## config.mk

```make
export PLATFORM = sky130hd
export DESIGN_NAME = reg_read
export DESIGN_NICKNAME = d
export VERILOG_FILES = /design/src/rtl/reg_read_pkg.sv /design/src/rtl/regfile_core.sv /design/src/rtl/reg_read.sv
export SDC_FILE = /design/constraint.sdc
export NUM_CORES = 2
export LEC_CHECK = 0
export BUFFER_PORTS_ARGS = -buffer_cell sky130_fd_sc_hd__buf_2
export CAP_MARGIN = 20
export CORE_ASPECT_RATIO = 0.7
export CORE_MARGIN = 4
export CORE_UTILIZATION = 57
export CTS_CLUSTER_DIAMETER = 150
export CTS_CLUSTER_SIZE = 24
export DETAILED_ROUTE_END_ITERATION = 8
export PLACE_DENSITY_LB_ADDON = 0.15
export SLEW_MARGIN = 10
export SYNTH_ARGS = -nofsm -noshare
export SYNTH_HDL_FRONTEND = slang
export SYNTH_SLANG_ARGS = --single-unit
```

## constraint.sdc

```tcl
create_clock -name clk -period 2.65 [get_ports clk]
set_clock_uncertainty 0.2 [all_clocks]
set_input_delay 0.3975 -clock clk [delete_from_list [all_inputs] [get_ports clk]]
set_output_delay 0.3975 -clock clk [all_outputs]
set_load 0.01 [all_outputs]
```

## src/rtl/reg_read_pkg.sv

```systemverilog
// Shared register-file constants for the decode, read and writeback stages.
package reg_read_pkg;

  localparam int DEF_DW   = 32;
  localparam int DEF_NREG = 32;
  localparam int DEF_AW   = 5;

  // Architectural register that is hardwired to zero.
  localparam int ZERO_REG = 0;

  // True when an address names a real, writable/claimable register.
  function automatic logic is_live_addr(input logic [31:0] addr);
    return addr != 32'(ZERO_REG);
  endfunction

endpackage

```

## src/rtl/regfile_core.sv

```systemverilog
// Storage array with one write port and two asynchronous read ports;
// the zero register always reads as zero and ignores writes.
module regfile_core
  import reg_read_pkg::*;
#(
  parameter int DW   = DEF_DW,
  parameter int NREG = DEF_NREG,
  parameter int AW   = DEF_AW
) (
  input  logic          clk,
  input  logic          rst,
  input  logic          we,
  input  logic [AW-1:0] wr_addr,
  input  logic [DW-1:0] wr_data,
  input  logic [AW-1:0] rs_addr,
  input  logic [AW-1:0] rt_addr,
  output logic [DW-1:0] rs_rdata,
  output logic [DW-1:0] rt_rdata
);

  logic [DW-1:0] regs [NREG];
  logic          wr_live;

  assign wr_live = we && is_live_addr(32'(wr_addr));

  always_ff @(posedge clk) begin
    if (rst) begin
      for (int i = 0; i < NREG; i++) begin
        regs[i] <= '0;
      end
    end else if (wr_live) begin
      regs[wr_addr] <= wr_data;
    end
  end

  // The read mux, not the array contents, is what guarantees register 0 is zero.
  assign rs_rdata = is_live_addr(32'(rs_addr)) ? regs[rs_addr] : '0;
  assign rt_rdata = is_live_addr(32'(rt_addr)) ? regs[rt_addr] : '0;

endmodule

```

## src/rtl/reg_read.sv

```systemverilog
// Register-read stage: operand fetch with writeback bypass, a pending-write
// scoreboard that raises hazard, and a stallable operand output register.
module reg_read
  import reg_read_pkg::*;
#(
  parameter int DW   = DEF_DW,
  parameter int NREG = DEF_NREG,
  parameter int AW   = DEF_AW
) (
  input  logic          clk,
  input  logic          rst,
  input  logic          rd_req,
  input  logic [AW-1:0] rs_addr,
  input  logic [AW-1:0] rt_addr,
  input  logic          stall,
  input  logic          claim,
  input  logic [AW-1:0] claim_addr,
  input  logic          we,
  input  logic [AW-1:0] wr_addr,
  input  logic [DW-1:0] write_data,
  output logic [DW-1:0] rs_data,
  output logic [DW-1:0] rt_data,
  output logic          rd_valid,
  output logic          hazard
);

  logic [DW-1:0]   rs_rdata;
  logic [DW-1:0]   rt_rdata;
  logic [DW-1:0]   rs_next;
  logic [DW-1:0]   rt_next;
  logic [NREG-1:0] pending;
  logic            wr_live;
  logic            claim_live;
  logic            rs_live;
  logic            rt_live;
  logic            rs_wr_hit;
  logic            rt_wr_hit;
  logic            rs_blocked;
  logic            rt_blocked;

  regfile_core #(
    .DW   (DW),
    .NREG (NREG),
    .AW   (AW)
  ) u_core (
    .clk      (clk),
    .rst      (rst),
    .we       (we),
    .wr_addr  (wr_addr),
    .wr_data  (write_data),
    .rs_addr  (rs_addr),
    .rt_addr  (rt_addr),
    .rs_rdata (rs_rdata),
    .rt_rdata (rt_rdata)
  );

  assign wr_live    = we && is_live_addr(32'(wr_addr));
  assign claim_live = claim && is_live_addr(32'(claim_addr));
  assign rs_live    = is_live_addr(32'(rs_addr));
  assign rt_live    = is_live_addr(32'(rt_addr));
  assign rs_wr_hit  = wr_live && rs_live && (wr_addr == rs_addr);
  assign rt_wr_hit  = wr_live && rt_live && (wr_addr == rt_addr);

  // A pending bit being retired by this cycle's write no longer blocks the read.
  assign rs_blocked = rs_live && pending[rs_addr] && !rs_wr_hit;
  assign rt_blocked = rt_live && pending[rt_addr] && !rt_wr_hit;
  assign hazard     = rd_req && (rs_blocked || rt_blocked);

  assign rs_next = rs_wr_hit ? write_data : rs_rdata;
  assign rt_next = rt_wr_hit ? write_data : rt_rdata;

  // Clear first, then set, so a same-cycle claim wins over the retiring write.
  always_ff @(posedge clk) begin
    if (rst) begin
      pending <= '0;
    end else begin
      for (int i = 0; i < NREG; i++) begin
        if (claim_live && (claim_addr == AW'(i))) begin
          pending[i] <= 1'b1;
        end else if (wr_live && (wr_addr == AW'(i))) begin
          pending[i] <= 1'b0;
        end
      end
    end
  end

  always_ff @(posedge clk) begin
    if (rst) begin
      rs_data  <= '0;
      rt_data  <= '0;
      rd_valid <= 1'b0;
    end else if (!stall) begin
      if (rd_req && !hazard) begin
        rs_data  <= rs_next;
        rt_data  <= rt_next;
        rd_valid <= 1'b1;
      end else begin
        rd_valid <= 1'b0;
      end
    end
  end

endmodule
```

# Word level (Yosys, flattened, before mapping)

Memories as Yosys holds them, arrays and structs flattened.
Index checks and enable logic that the tools add are counted.

Multiply operators: 0
Multiplexer cells: 81
Shifts and indexed selects: 0
$lt $le $gt $ge: 2
Bitwise operators: 1
Equal/unequal tests: 64
Add/sub/neg operators: 0
Div/mod/pow operators: 0
Reductions and logical operators: 120

Operator list:

| cell                                                | count |
|---|---|
| equality test 5 bit, second input constant          | 32 |
| 2-to-1 mux 32 bit                                   | 5 |
| equality test 5 x 4 -> 1 bit, second input constant | 16 |
| logical AND 1 bit                                   | 76 |
| 2-to-1 mux 1 bit                                    | 73 |
| nonzero test 2 bit                                  | 32 |
| equality test 5 x 3 -> 1 bit, second input constant | 8 |
| OR reduction 32 bit                                 | 1 |
| equality test 5 x 2 -> 1 bit, second input constant | 4 |
| nonzero test 5 bit                                  | 4 |
| < comparator 5 x 6 -> 1 bit, second input constant  | 2 |
| binary-select mux 1 bit (select 5 bit)              | 2 |
| equality test 5 x 1 -> 1 bit, second input constant | 2 |
| equality test 5 bit                                 | 2 |
| zero test 5 bit                                     | 2 |
| 2-to-1 mux 5 bit                                    | 1 |
| zero test 1 bit                                     | 3 |
| AND reduction 2 bit                                 | 1 |
| logical OR 1 bit                                    | 1 |
| inverter 1 bit                                      | 1 |

Bits in latches: 0
Memories: 1
Bits of input ports: 58
Logic and storage cells: 304
Bits in read-only memories: 0
Bits in writable memories: 1,024
Register bits after elaboration: 97

Memory list:

| name        | depth | bits a word | rd ports | clocked after Yosys merged registers in | wr ports | RTL line           | RTL |
|---|---|---|---|---|---|---|---|
| u_core.regs | 32    | 32          | 2        | 0                                       | 32       | regfile_core.sv:21 | `logic [DW-1:0] regs [NREG];` |

# Longest topological paths before layout

Depth in word-level cells: 11
Gate-level depth with buffers: 11
Gate-level depth less buffers: 6

# Modules after synthesis

A second synthesis with hierarchy kept.

Cell total of the unflattened synthesis: 4,093
Area total of the unflattened synthesis: 59,653.5 um^2

By module, submodules not included:

| module       | cells an instance | sequential area each (um^2) | area an instance (um^2) | times used |
|---|---|---|---|---|
| regfile_core | 3,492             | 30,749.5                    | 54,086.9                | 1 |
| reg_read     | 601               | 1,941.9                     | 5,566.6                 | 1 |

# Least setup slack after synthesis

Ideal clock, no wire load.

Path type: input port to output port
Start point: in wr_addr[2]
End point: out hazard
Path buffers: 3
Stages: 8
Required time: 2.053 ns
Slack: -0.352 ns
Data arrival time: 2.405 ns
Path through: buf_4 > or4_1 > o21a_1 > a311o_1 > o32a_1 > buf_2 > clkbuf_1 > a21boi_0

Longest elaborated chain between the ends: 8
Elaborated cells between the ends (all ways): 14
Those cells by class: eq/ne (2); reduce/logical (12)

RTL lines:

| what                                               | RTL line                       | RTL |
|---|---|---|
| start, declared                                    | reg_read.sv:19                 | `input logic [AW-1:0] wr_addr,` |
| nonzero test 5 bit                                 | reg_read_pkg.sv:13             | `return addr != 32'(ZERO_REG);` |
| logical AND 1 bit                                  | reg_read.sv:57                 | `assign wr_live = we && is_live_addr(32'(wr_addr));` |
| logical AND 1 bit (on tied branches) (2 in series) | reg_read.sv:61, reg_read.sv:62 |  |
| zero test 1 bit (on tied branches)                 | reg_read.sv:65, reg_read.sv:66 |  |
| logical AND 1 bit (on tied branches)               | reg_read.sv:65, reg_read.sv:66 |  |
| logical OR 1 bit (*)                               | reg_read.sv:67                 | `assign hazard = rd_req && (rs_blocked \|\| rt_blocked);` |
| logical AND 1 bit (*)                              | reg_read.sv:67                 |  |
| end, declared                                      | reg_read.sv:24                 | `output logic hazard` |

Every way passes the cells marked *; elsewhere a longest branch is shown, timed or not.

# Worst setup path in the final report

Start point: reg pending[21]
End point: out hazard

Longest elaborated chain between the ends: 6
Elaborated cells between the ends (all ways): 10
Those cells by class: mux (4); reduce/logical (6)

RTL lines:

| what                                                      | RTL line                       | RTL |
|---|---|---|
| start, declared                                           | reg_read.sv:31                 | `logic [NREG-1:0] pending;` |
| start signal, assigned                                    | reg_read.sv:75                 | `pending <= '0;` |
| start signal, assigned by index                           | reg_read.sv:79                 | `pending[i] <= 1'b1;` |
| start signal, assigned by index                           | reg_read.sv:81                 | `pending[i] <= 1'b0;` |
| binary-select mux 1 bit (select 5 bit) (on tied branches) | reg_read.sv:65, reg_read.sv:66 |  |
| 2-to-1 mux 1 bit (on tied branches)                       | reg_read.sv:65, reg_read.sv:66 |  |
| logical AND 1 bit (on tied branches) (2 in series)        | reg_read.sv:65, reg_read.sv:66 |  |
| logical OR 1 bit (*)                                      | reg_read.sv:67                 |  |
| logical AND 1 bit (*)                                     | reg_read.sv:67                 |  |

Every way passes the cells marked *; elsewhere a longest branch is shown, timed or not. The select of a mux whose other input is x is not followed.

==> results.sh <==
export IMPL_min_period_ns=3.13
export IMPL_path_class="flip-flop to output pin"
export IMPL_grt_pass1_vias=42817
export IMPL_cp_top_family="compound AO/OA/AOI/OAI gates"
export IMPL_yosysTopAreaCell="edfxtp_1"
export IMPL_required_ns=2.05
export IMPL_drc=0
export IMPL_synth_simple_gate_area_share_pct=11.6
export IMPL_finalMaxSlewViolations=0
export IMPL_synth_compound_area_share_pct=6.34
export IMPL_max_stage_delay_ns=0.47
export IMPL_dp_slack_ns=-0.571
export IMPL_synth_top_area_share_pct=52.5
export IMPL_drt_total_wl_mm=216
export IMPL_path_cells="mux4_2 > a22oi_2 > and3_4 > o32a_4 > a21boi_4 > buf_6"
export IMPL_switching_share_pct=27.4
export IMPL_crit_arrival_ns=2.53
export IMPL_yosysWarnings=0
export IMPL_drtPass1Iterations=7
export IMPL_initial_core_util_pct=57.4
export IMPL_hold_viol=0
export IMPL_area_delta_synth_final_pct=14.0
export IMPL_min_path_type="flip-flop to flip-flop"
export IMPL_ant_nets=0
export IMPL_synth_seq_cells=1121
export IMPL_clkPwrFrac_pct=26.1
export IMPL_worst_slew_pin_slew_ns=0.947
export IMPL_yosysSeqAreaShare_pct=55.8
export IMPL_critPathMaxFanout=3
export IMPL_cellPowerDensity_nw_per_um2=554
export IMPL_wl_per_cell_um=38.0
export IMPL_layout_nets=4344
export IMPL_ys_top_cells_by_area="edfxtp_1, mux4_2, nor3_1"
export IMPL_dp_cells=5536
export IMPL_leakagePower_nw=21.4
export IMPL_grt_pass1_wl_mm=309
export IMPL_final_cells=5684
export IMPL_place_hpwl_mm=135
export IMPL_die_area_um2=108000
export IMPL_grt_usage_pct=39.7
export IMPL_coreArea_um2=102000
export IMPL_detailed_place_area_um2=64700
export IMPL_synth_fa_ha_area_share_pct=0
export IMPL_fin_area_um2=66700
export IMPL_start_kind="flip-flop"
export IMPL_end_kind="output pin"
export IMPL_layout_drive_gt1_share_pct=30.3
export IMPL_layout_setup_ws_ns=-0.476
export IMPL_syn_area_um2=58600
export IMPL_ir_drop_mv=0.580
export IMPL_row_count=98
export IMPL_antenna_found_initial=9
export IMPL_post_synth_num_cell_types=48
export IMPL_synthXorXnorAreaFrac_pct=0.150
export IMPL_num_fill_cells=7379
export IMPL_gp_congestion=0.926
export IMPL_cts_tree="done"
export IMPL_grt_max_degree=138
export IMPL_async_reset_ff_share_pct=0
export IMPL_numClockSinks=1121
export IMPL_seq_power_share_pct=56.4
export IMPL_max_cap_viol_count=0
export IMPL_cts_buffers=52
export IMPL_ios=124
export IMPL_power_switching_mw=10.1
export IMPL_dieHeight_um=276
export IMPL_clock_latency_ns=0.69
export IMPL_status="finished with violations"
export IMPL_drtIter0Drc=8226
export IMPL_synth_most_common_cell="edfxtp_1"
export IMPL_intPower_mw=26.8
export IMPL_syn_avg_cell_area_um2=14.3
export IMPL_cts_max_path_buffers=3
export IMPL_slew_headroom_pct=36.9
export IMPL_synthMuxAreaShare_pct=21.9
export IMPL_cts_max_level=2
export IMPL_netlist_instances=4097
export IMPL_p_comb_share_pct=17.5
export IMPL_routed_via_density=7.75
export IMPL_period_share_pct=118
export IMPL_rsz0062_at_grt="yes"
export IMPL_clk_pin_slew_worst_paths_ns=0.11
export IMPL_critPathBufInv=1
export IMPL_vias=44030
export IMPL_grt_ovfl_total=0
export IMPL_max_freq_ghz=0.320
export IMPL_clockRootBuffer="clkbuf_16"
export IMPL_io_buffers=123
export IMPL_ys_top_cells_by_count="edfxtp_1, nor3_1, mux4_2, clkbuf_1, nor4_1"
export IMPL_die_w_um=391
export IMPL_yosys_most_used_dff="edfxtp_1"
export IMPL_synth_top_family_by_area="multiplexers"
export IMPL_setup_viol=65
export IMPL_slowest_stage="mux4_2"
export IMPL_synth_edf_count=1024
export IMPL_violations="setup timing"
==> registers in the layout, summed over array words and instances, names as in the netlist <==
signal and cells:
u_core.regs 1024, pending 32, rs_data 32, rt_data 32, rd_valid 1
==> area by class of cell <==
class	count	area [um^2]	area share, %
Antenna cell	6	15.0	0.0225
Clock buffer	95	1480	2.22
Clock inverter	1	8.76	0.0131
Inverter	68	255	0.382
Multi-Input combinational cell	2400	23800	35.7
Sequential cell	1121	32700	49.0
Tap cell	1350	1690	2.53
Timing Repair Buffer	643	6770	10.2
==> cells by family (layout without fill, tap and decap cells) <==
group,count (synthesis),in the layout
xor gates and xnor gates,10,10
and+or+nand+nor,1241,1241
buffers and inverters,607,807
muxes,624,624
AOI/OAI and AO/OA,493,493
DFF,1121,1121
other,1,38
==> per-layer routing <==
layer / track usage [%] / vias to the layer above / share of wire (%)
li1: - / 17096 / -
met1: 57.2 / 22081 / 36
met2: 55.4 / 4259 / 42
met3: 15.9 / 594 / 18
met4: 13.6 / 0 / 4.4
met5: 0 / - / 0
==> worst paths after layout <==
| path | start | to | slack (ns) | depth (start not counted) |
|---|---|---|---|---|
| hold / removal | rd_valid$_SDFFE_PP0N_ | rd_valid$_SDFFE_PP0N_ | 0.26 | 2 |
| hold reg to reg | rd_valid$_SDFFE_PP0N_ | rd_valid$_SDFFE_PP0N_ | 0.26 | 2 |
| setup / recovery | pending[21]$_SDFFE_PP0P_ | hazard | -0.48 | 6 |
| setup reg to reg | pending[21]$_SDFFE_PP0P_ | rt_data[20]$_SDFFE_PP0P_ | -0.18 | 8 |
==> power by group through the flow <==
stage | logic, mW | clock network (mW) | registers, mW
floorplan | 3.54 | 0 | 21.0
global placement | 6.16 | 0 | 21.1
detailed placement | 6.20 | 0 | 21.2
CTS | 6.28 | 9.60 | 20.8
global route | 6.64 | 10.3 | 20.9
finish | 6.48 | 9.64 | 20.8
==> metrics by stage <==
stage | setup TNS (ns) | hold slack, ns | utilization, % | total power [mW]
after detailed placement | -25.50 | 0.254 | 63.4 | 27.4
after global placement | -22.43 | 0.253 | 63.4 | 27.3
after global routing | -3.76 | 0.288 | 65.4 | 37.8
final | -6.78 | 0.263 | 65.4 | 36.9
after floorplan | -1.15 | 0.238 | - | 24.5
after CTS | -0.456 | 0.267 | 65.4 | 36.7
==> tightest hold or removal path, stage by stage (launching register included) <==
cell,delay (ns)
dfxtp_1,0.32
nand2_1,0.05
a21oi_1,0.05
==> cells in the final DEF (no fill, tap or decap), drive strengths merged, types with 49 or more instances in the layout <==
cell type and n:
a211oi 192, mux2i 96, a22oi 68, dfxtp 97
clkbuf 96, and2 131, nand2 49, buf 598
inv 69, nor2 51, edfxtp 1024, nor2b 74
mux4 528, nor4 294, nor3 581
==> what timing repair did <==
action,CTS,global route
gates resized for setup,10,2
hold buffers,44,0
endpoints found under the hold margin,168,0
setup buffers,2,0
pin swaps,5,1
setup endpoints to repair,24,58
(Power assumes the default switching activity.)
